==> src/rtl/demultiplexer_router_if.sv <==
// Handshake bundle for the 1:4 demultiplexing router: one producer port
// (SELECT/IN/IN_VALID/IN_READY) and four consumer channels A..D.
interface demultiplexer_router_if #(
  parameter int q = 7
);
  logic [1:0] SELECT;
  logic [q:0] IN;
  logic       IN_VALID;
  logic       IN_READY;

  logic [q:0] A, B, C, D;
  logic       A_VALID, B_VALID, C_VALID, D_VALID;
  logic       A_READY, B_READY, C_READY, D_READY;

  logic       BUSY;

  // Environment side: drives the producer word and the consumer readies.
  modport master (
    output SELECT, IN, IN_VALID,
    output A_READY, B_READY, C_READY, D_READY,
    input  IN_READY, BUSY,
    input  A, B, C, D,
    input  A_VALID, B_VALID, C_VALID, D_VALID
  );

  // Router side.
  modport slave (
    input  SELECT, IN, IN_VALID,
    input  A_READY, B_READY, C_READY, D_READY,
    output IN_READY, BUSY,
    output A, B, C, D,
    output A_VALID, B_VALID, C_VALID, D_VALID
  );
endinterface

==> src/rtl/demultiplexer_router.sv <==
// 1:4 demultiplexing router. Each consumer channel owns a one-entry
// registered slot, so a stalled channel only blocks words addressed to it.

// One output slot: holds a word until its consumer takes it. A drain and a
// load on the same edge keep the slot full with the new word.
module demultiplexer_router_slot #(
  parameter int W = 8
) (
  input  logic         CLK,
  input  logic         RST,
  input  logic         load_i,
  input  logic [W-1:0] data_i,
  input  logic         ready_i,
  output logic         valid_o,
  output logic [W-1:0] data_o
);
  logic         full_q, full_d;
  logic [W-1:0] data_q, data_d;

  // Next state: drain clears the slot, a load (which wins) refills it.
  always_comb begin
    full_d = full_q;
    data_d = data_q;
    if (ready_i) full_d = 1'b0;
    if (load_i) begin
      full_d = 1'b1;
      data_d = data_i;
    end
  end

  // Slot registers; reset discards any pending word.
  always_ff @(posedge CLK or posedge RST) begin
    if (RST) begin
      full_q <= 1'b0;
      data_q <= '0;
    end else begin
      full_q <= full_d;
      data_q <= data_d;
    end
  end

  assign valid_o = full_q;
  assign data_o  = data_q;
endmodule

module demultiplexer_router #(
  parameter int q = 7
) (
  input logic                  CLK,
  input logic                  RST,
  demultiplexer_router_if.slave bus
);
  localparam int NUM_LANES = 4;

  logic [NUM_LANES-1:0]      rdy, load, full;
  logic [NUM_LANES-1:0][q:0] dat;
  logic                      in_ready;

  assign rdy = {bus.D_READY, bus.C_READY, bus.B_READY, bus.A_READY};

  // Accept whenever the addressed slot is empty or is draining this edge;
  // IN_VALID deliberately does not feed back into IN_READY.
  always_comb in_ready = ~full[bus.SELECT] | rdy[bus.SELECT];

  // Steer the accepted word to exactly one slot.
  always_comb begin
    load = '0;
    load[bus.SELECT] = bus.IN_VALID & in_ready;
  end

  for (genvar k = 0; k < NUM_LANES; k++) begin : g_lane
    demultiplexer_router_slot #(.W(q+1)) u_slot (
      .CLK     (CLK),
      .RST     (RST),
      .load_i  (load[k]),
      .data_i  (bus.IN),
      .ready_i (rdy[k]),
      .valid_o (full[k]),
      .data_o  (dat[k])
    );
  end

  assign bus.IN_READY = in_ready;
  assign bus.BUSY     = |full;
  assign bus.A        = dat[0];
  assign bus.B        = dat[1];
  assign bus.C        = dat[2];
  assign bus.D        = dat[3];
  assign bus.A_VALID  = full[0];
  assign bus.B_VALID  = full[1];
  assign bus.C_VALID  = full[2];
  assign bus.D_VALID  = full[3];
endmodule

==> src/flat_wrapper.sv <==
// flat-port wrapper written by rule: the top's interface ports become plain ports
module demultiplexer_router_flat 
#(
  parameter int q = 7
)
  (CLK, RST, bus_SELECT, bus_IN, bus_IN_VALID, bus_A_READY, bus_B_READY, bus_C_READY, bus_D_READY, bus_IN_READY, bus_BUSY, bus_A, bus_B, bus_C, bus_D, bus_A_VALID, bus_B_VALID, bus_C_VALID, bus_D_VALID);
  demultiplexer_router_if #(.q(q)) bus_i ();
  input logic CLK;
  input logic RST;
  input wire logic [$bits(bus_i.SELECT)-1:0] bus_SELECT;
  input wire logic [$bits(bus_i.IN)-1:0] bus_IN;
  input wire logic [$bits(bus_i.IN_VALID)-1:0] bus_IN_VALID;
  input wire logic [$bits(bus_i.A_READY)-1:0] bus_A_READY;
  input wire logic [$bits(bus_i.B_READY)-1:0] bus_B_READY;
  input wire logic [$bits(bus_i.C_READY)-1:0] bus_C_READY;
  input wire logic [$bits(bus_i.D_READY)-1:0] bus_D_READY;
  output wire logic [$bits(bus_i.IN_READY)-1:0] bus_IN_READY;
  output wire logic [$bits(bus_i.BUSY)-1:0] bus_BUSY;
  output wire logic [$bits(bus_i.A)-1:0] bus_A;
  output wire logic [$bits(bus_i.B)-1:0] bus_B;
  output wire logic [$bits(bus_i.C)-1:0] bus_C;
  output wire logic [$bits(bus_i.D)-1:0] bus_D;
  output wire logic [$bits(bus_i.A_VALID)-1:0] bus_A_VALID;
  output wire logic [$bits(bus_i.B_VALID)-1:0] bus_B_VALID;
  output wire logic [$bits(bus_i.C_VALID)-1:0] bus_C_VALID;
  output wire logic [$bits(bus_i.D_VALID)-1:0] bus_D_VALID;
  assign bus_i.SELECT = bus_SELECT;
  assign bus_i.IN = bus_IN;
  assign bus_i.IN_VALID = bus_IN_VALID;
  assign bus_i.A_READY = bus_A_READY;
  assign bus_i.B_READY = bus_B_READY;
  assign bus_i.C_READY = bus_C_READY;
  assign bus_i.D_READY = bus_D_READY;
  assign bus_IN_READY = bus_i.IN_READY;
  assign bus_BUSY = bus_i.BUSY;
  assign bus_A = bus_i.A;
  assign bus_B = bus_i.B;
  assign bus_C = bus_i.C;
  assign bus_D = bus_i.D;
  assign bus_A_VALID = bus_i.A_VALID;
  assign bus_B_VALID = bus_i.B_VALID;
  assign bus_C_VALID = bus_i.C_VALID;
  assign bus_D_VALID = bus_i.D_VALID;
  demultiplexer_router #(.q(q)) u_core (.CLK(CLK), .RST(RST), .bus(bus_i));
endmodule
==> config.mk <==
export PLATFORM = sky130hd
export DESIGN_NAME = demultiplexer_router_flat
export DESIGN_NICKNAME = d
export VERILOG_FILES = /design/src/rtl/demultiplexer_router_if.sv /design/src/rtl/demultiplexer_router.sv /design/src/flat_wrapper.sv
export SDC_FILE = /design/constraint.sdc
export NUM_CORES = 1
export LEC_CHECK = 0
export ABC_AREA = 1
export BUFFER_PORTS_ARGS = -buffer_cell sky130_fd_sc_hd__buf_2
export CELL_PAD_IN_SITES_DETAIL_PLACEMENT = 2
export CELL_PAD_IN_SITES_GLOBAL_PLACEMENT = 2
export CORE_ASPECT_RATIO = 0.5
export CORE_MARGIN = 3
export CORE_UTILIZATION = 32
export DETAILED_ROUTE_END_ITERATION = 16
export PLACE_DENSITY = 0.8
export SYNTH_ARGS = -nofsm -noshare
export SYNTH_HDL_FRONTEND = slang
export SYNTH_SLANG_ARGS = --single-unit
==> constraint.sdc <==
create_clock -name CLK -period 2.3 [get_ports CLK]
set_input_delay 0.115 -clock CLK [delete_from_list [all_inputs] [get_ports CLK]]
set_output_delay 0.115 -clock CLK [all_outputs]
set_load 0.01 [all_outputs]
==> flow_metrics.py <==
metrics = {
    "synth": {
        "synth_largest_area_cell": "dfrtp_1",
        "post_synth_inst_count": 179,
        "synth.ff_latch_count": 36,
        "synth_top_area_share": 0.5275,
        "synth_warnings": 0,
        "synth_nets": 196,
        "average_size_of_a_mapped_cell_sq_um": 9.541,
        "post_synth_main_area_contributors": "dfrtp_1, nand2_1, nand4_1, nand3_4, buf_8",
        "yosysUniqueCellTypes": 20,
        "syn_area_sq_um": 1708,
        "yosysSeqAreaShare": 0.5275,
    },
    "global_route": {
        "grt_antenna_before_repair": 0,
        "globalRouteTotalUtil": 0.1854,
        "grt_pass1_wl_microns": 8873,
        "grt_pass1_vias": 1662,
        "globalRouteOverflowTotal": 0,
        "largest_net_degree_at_the_start_of_global_routing": 38,
    },
    "pwr": {
        "internal_power_w": 0.001157,
        "pwr-share-comb": 0.254,
        "netSwitchingFraction": 0.3350,
        "clkPwrFrac": 0.276,
        "power_leakage_nw": 1.123,
        "p_seq_frac": 0.469,
        "switchingPower_w": 0.0005827,
        "worst_ir_drop_vdd_v": 0.0002677,
        "power_per_cell_area_nw_per_um2": 834.4,
    },
    "sta": {
        "grt_setup_unrepaired": "no",
        "maxClockFrequency_ghz": 0.6324,
        "finalSetupViolCount": 0,
        "timing.setup.tns_ps": 0,
        "finClkSkew_ps": 6.758,
        "slew_headroom": 0.5036,
        "final_worst_path_setup_slack_ps": 718.7,
        "fin_crit_ps": 1581,
        "final_max_slew_viol_count": 0,
        "period_share": 0.6875,
        "hold_viol": 0,
        "max_slew.worst_pin.slew_ps": 744.6,
    },
    "outcome": {
        "status": "completed",
    },
    "critical_path": {
        "crit_arrival_ps": 1470,
        "regToRegStartpoint": "u_core.g_lane[3].u_slot.valid_o",
        "cp_cell_sequence": "nand2_1, nand2_1, nand2_1, nand2_2, nand2_8, buf_2",
        "required_ps": 2180,
        "critPathMostFrequentCell": "nand2_1",
        "critical_path.endpoint_type": "output port",
        "worstSetupStartpointType": "register",
        "crit_type": "register to output port",
        "cp_top_family": "simple AND/OR/NAND/NOR gates",
        "critical_path.max_fanout": 37,
        "crit_slowest_cell": "dfrtp_1",
        "setup.worst_path.start": "u_core.g_lane[3].u_slot.valid_o",
        "critical_path.max_stage_delay_ps": 430,
        "critPathBufInv": 1,
    },
    "cts": {
        "cts_sinks": 36,
        "clock_path_buffers": 2,
        "cts_resized": 0,
        "worstSkewPairLatency_ps": 290,
        "clock_tree.htree_level_count": 2,
        "cts-root-buf": "clkbuf_8",
        "cts_made_buffers": 5,
        "cts.clk_slew.worst_paths_ps": 70,
        "tritoncts": "done",
    },
    "placed_design": {
        "gp_congestion": 0.8591,
        "place_hpwl_microns": 3835,
        "dpl_worst_slack_ps": 801.5,
        "port_buffers": 54,
        "placed_cells": 295,
    },
    "finish": {
        "final-seq-area_sq_um": 900.9,
        "multi_input_comb_area_sq_um": 679.4,
        "mostFrequentLayoutCells": "nand2_1, buf_2, dfrtp_1",
        "layout.cells.non_filler": 304,
        "final_common_cell": "nand2_1",
        "diodes": 0,
        "drive_above_1_share": 0.3291,
        "fill_cells": 590,
        "postLayoutCoreUtil": 0.4132,
        "syn2layout_area_growth_pct": 22.05,
        "nNetsFinal": 250,
    },
    "min_path": {
        "hp-start": "bus_C_READY",
        "hold_path_class": "input port to register",
    },
    "detailed_routing": {
        "detail-route-antenna-nets": 0,
        "route.vias.total": 1518,
        "post-route-drc-count": 0,
        "wire_length_per_cell_microns": 17.70,
        "drt_iter0_drc": 113,
        "detailedRoute.firstPassIterationCount": 4,
        "drt-total-wl_microns": 5380,
        "avgViaCountPerCell": 4.993,
    },
    "floorplan": {
        "io_pins": 55,
        "design.die.area_sq_um": 6303,
        "chipWidth_microns": 109.3,
        "num_rows": 18,
        "placeableCoreArea_sq_um": 5045,
        "die_h_microns": 57.66,
        "effective_utilization_at_floorplan": 0.3385,
    },
    "job": {
        "maxCapViolCount": 0,
    },
}
what timing repair did:
| action | in CTS | in global routing |
|---|---|---|
| setup endpoints to repair | 0 | 0 |
| hold endpoints to repair | 36 | 0 |
| hold buffers | 1 | 0 |
| setup buffers | 0 | 0 |
worst register-to-register path, stage by stage, from the launching register on:
cell and delay, ps:
dfrtp_1 430, nand2_1 90, nand2_1 50, nand2_1 70, nand2_2 100, nand2_8 240
nand3_4 210, nand2_1 130, nand2_1 60
sequential cells by signal (all words and copies together), names as in the netlist:
| name | count |
|---|---|
| u_core.g_lane.u_slot.valid_o | 4 |
| u_core.g_lane.u_slot.data_o | 32 |
per-stage QoR:
| stage | total power (W) | instance area (sq um) | hold slack, ps |
|---|---|---|---|
| 3_5_place_dp | 0.001276 | 1981 | 260.2 |
| 5_1_grt | 0.001851 | 2085 | 44.13 |
| 4_1_cts | 0.001760 | 2085 | 25.40 |
| 3_3_place_gp | 0.001254 | 1981 | 247.3 |
| 2_1_floorplan | 0.001080 | 1708 | 211.4 |
| 6_report | 0.001739 | 2085 | 31.59 |
cells by family (layout without fill, tap and decap cells):
group | Yosys count | count (layout) | synth area share
AND/OR/NAND/NOR | 122 | 122 | 0.3861
flip-flops | 36 | 36 | 0.5275
buffers and inverters | 17 | 72 | 0.07472
AO/OA/AOI/OAI | 4 | 4 | 0.01172
path summary, 6_finish.rpt:
check | end | slack, ps | cells past startpoint
worst max-delay path | bus_IN_READY | 720 | 6
worst min-delay path | u_core.g_lane[2].u_slot.valid_o | 30 | 2
worst max register to register | u_core.g_lane[1].u_slot.data_o[7] | 820 | 8
worst min register to register | u_core.g_lane[1].u_slot.data_o[0] | 470 | 2
max in group asynchronous | u_core.g_lane[2].u_slot.data_o[3] | 1480 | 4
min in group asynchronous | u_core.g_lane[2].u_slot.valid_o | 480 | 4
metal layers:
| layer | wire [microns] | part of all wire | GRT usage |
|---|---|---|---|
| met1 | 2615 | 0.49 | 0.2654 |
| met2 | 2566 | 0.48 | 0.2993 |
| met3 | 153 | 0.028 | 0.03337 |
| met4 | 44 | 0.0082 | 0.03730 |
| met5 | 0 | 0 | 0 |
final cells by class:
type                    count  area share
inverters                   8     0.01681
well taps                  70     0.04202
flip-flops and latches     36      0.4322
clock inverters             1    0.003601
multi-input cells         126      0.3259
repair buffers             56      0.1381
clock buffers               7     0.04142
power groups by stage:
stage,logic [W],clock network [W],registers [W]
2_1_floorplan,0.000197,0,0.000883
3_3_place_gp,0.000429,0,0.000825
3_5_place_dp,0.000446,0,0.000830
4_1_cts,0.000452,0.000491,0.000818
5_1_grt,0.000494,0.000520,0.000837
6_report,0.000442,0.000481,0.000816
Yosys cell counts (all sizes together):
cell     n
nand3    7
nand4   33
nor2     4
o21ai    4
clkinv   1
inv      7
nand2   78
dfrtp   36
buf      9
Power figures use the tool's default switching activity.
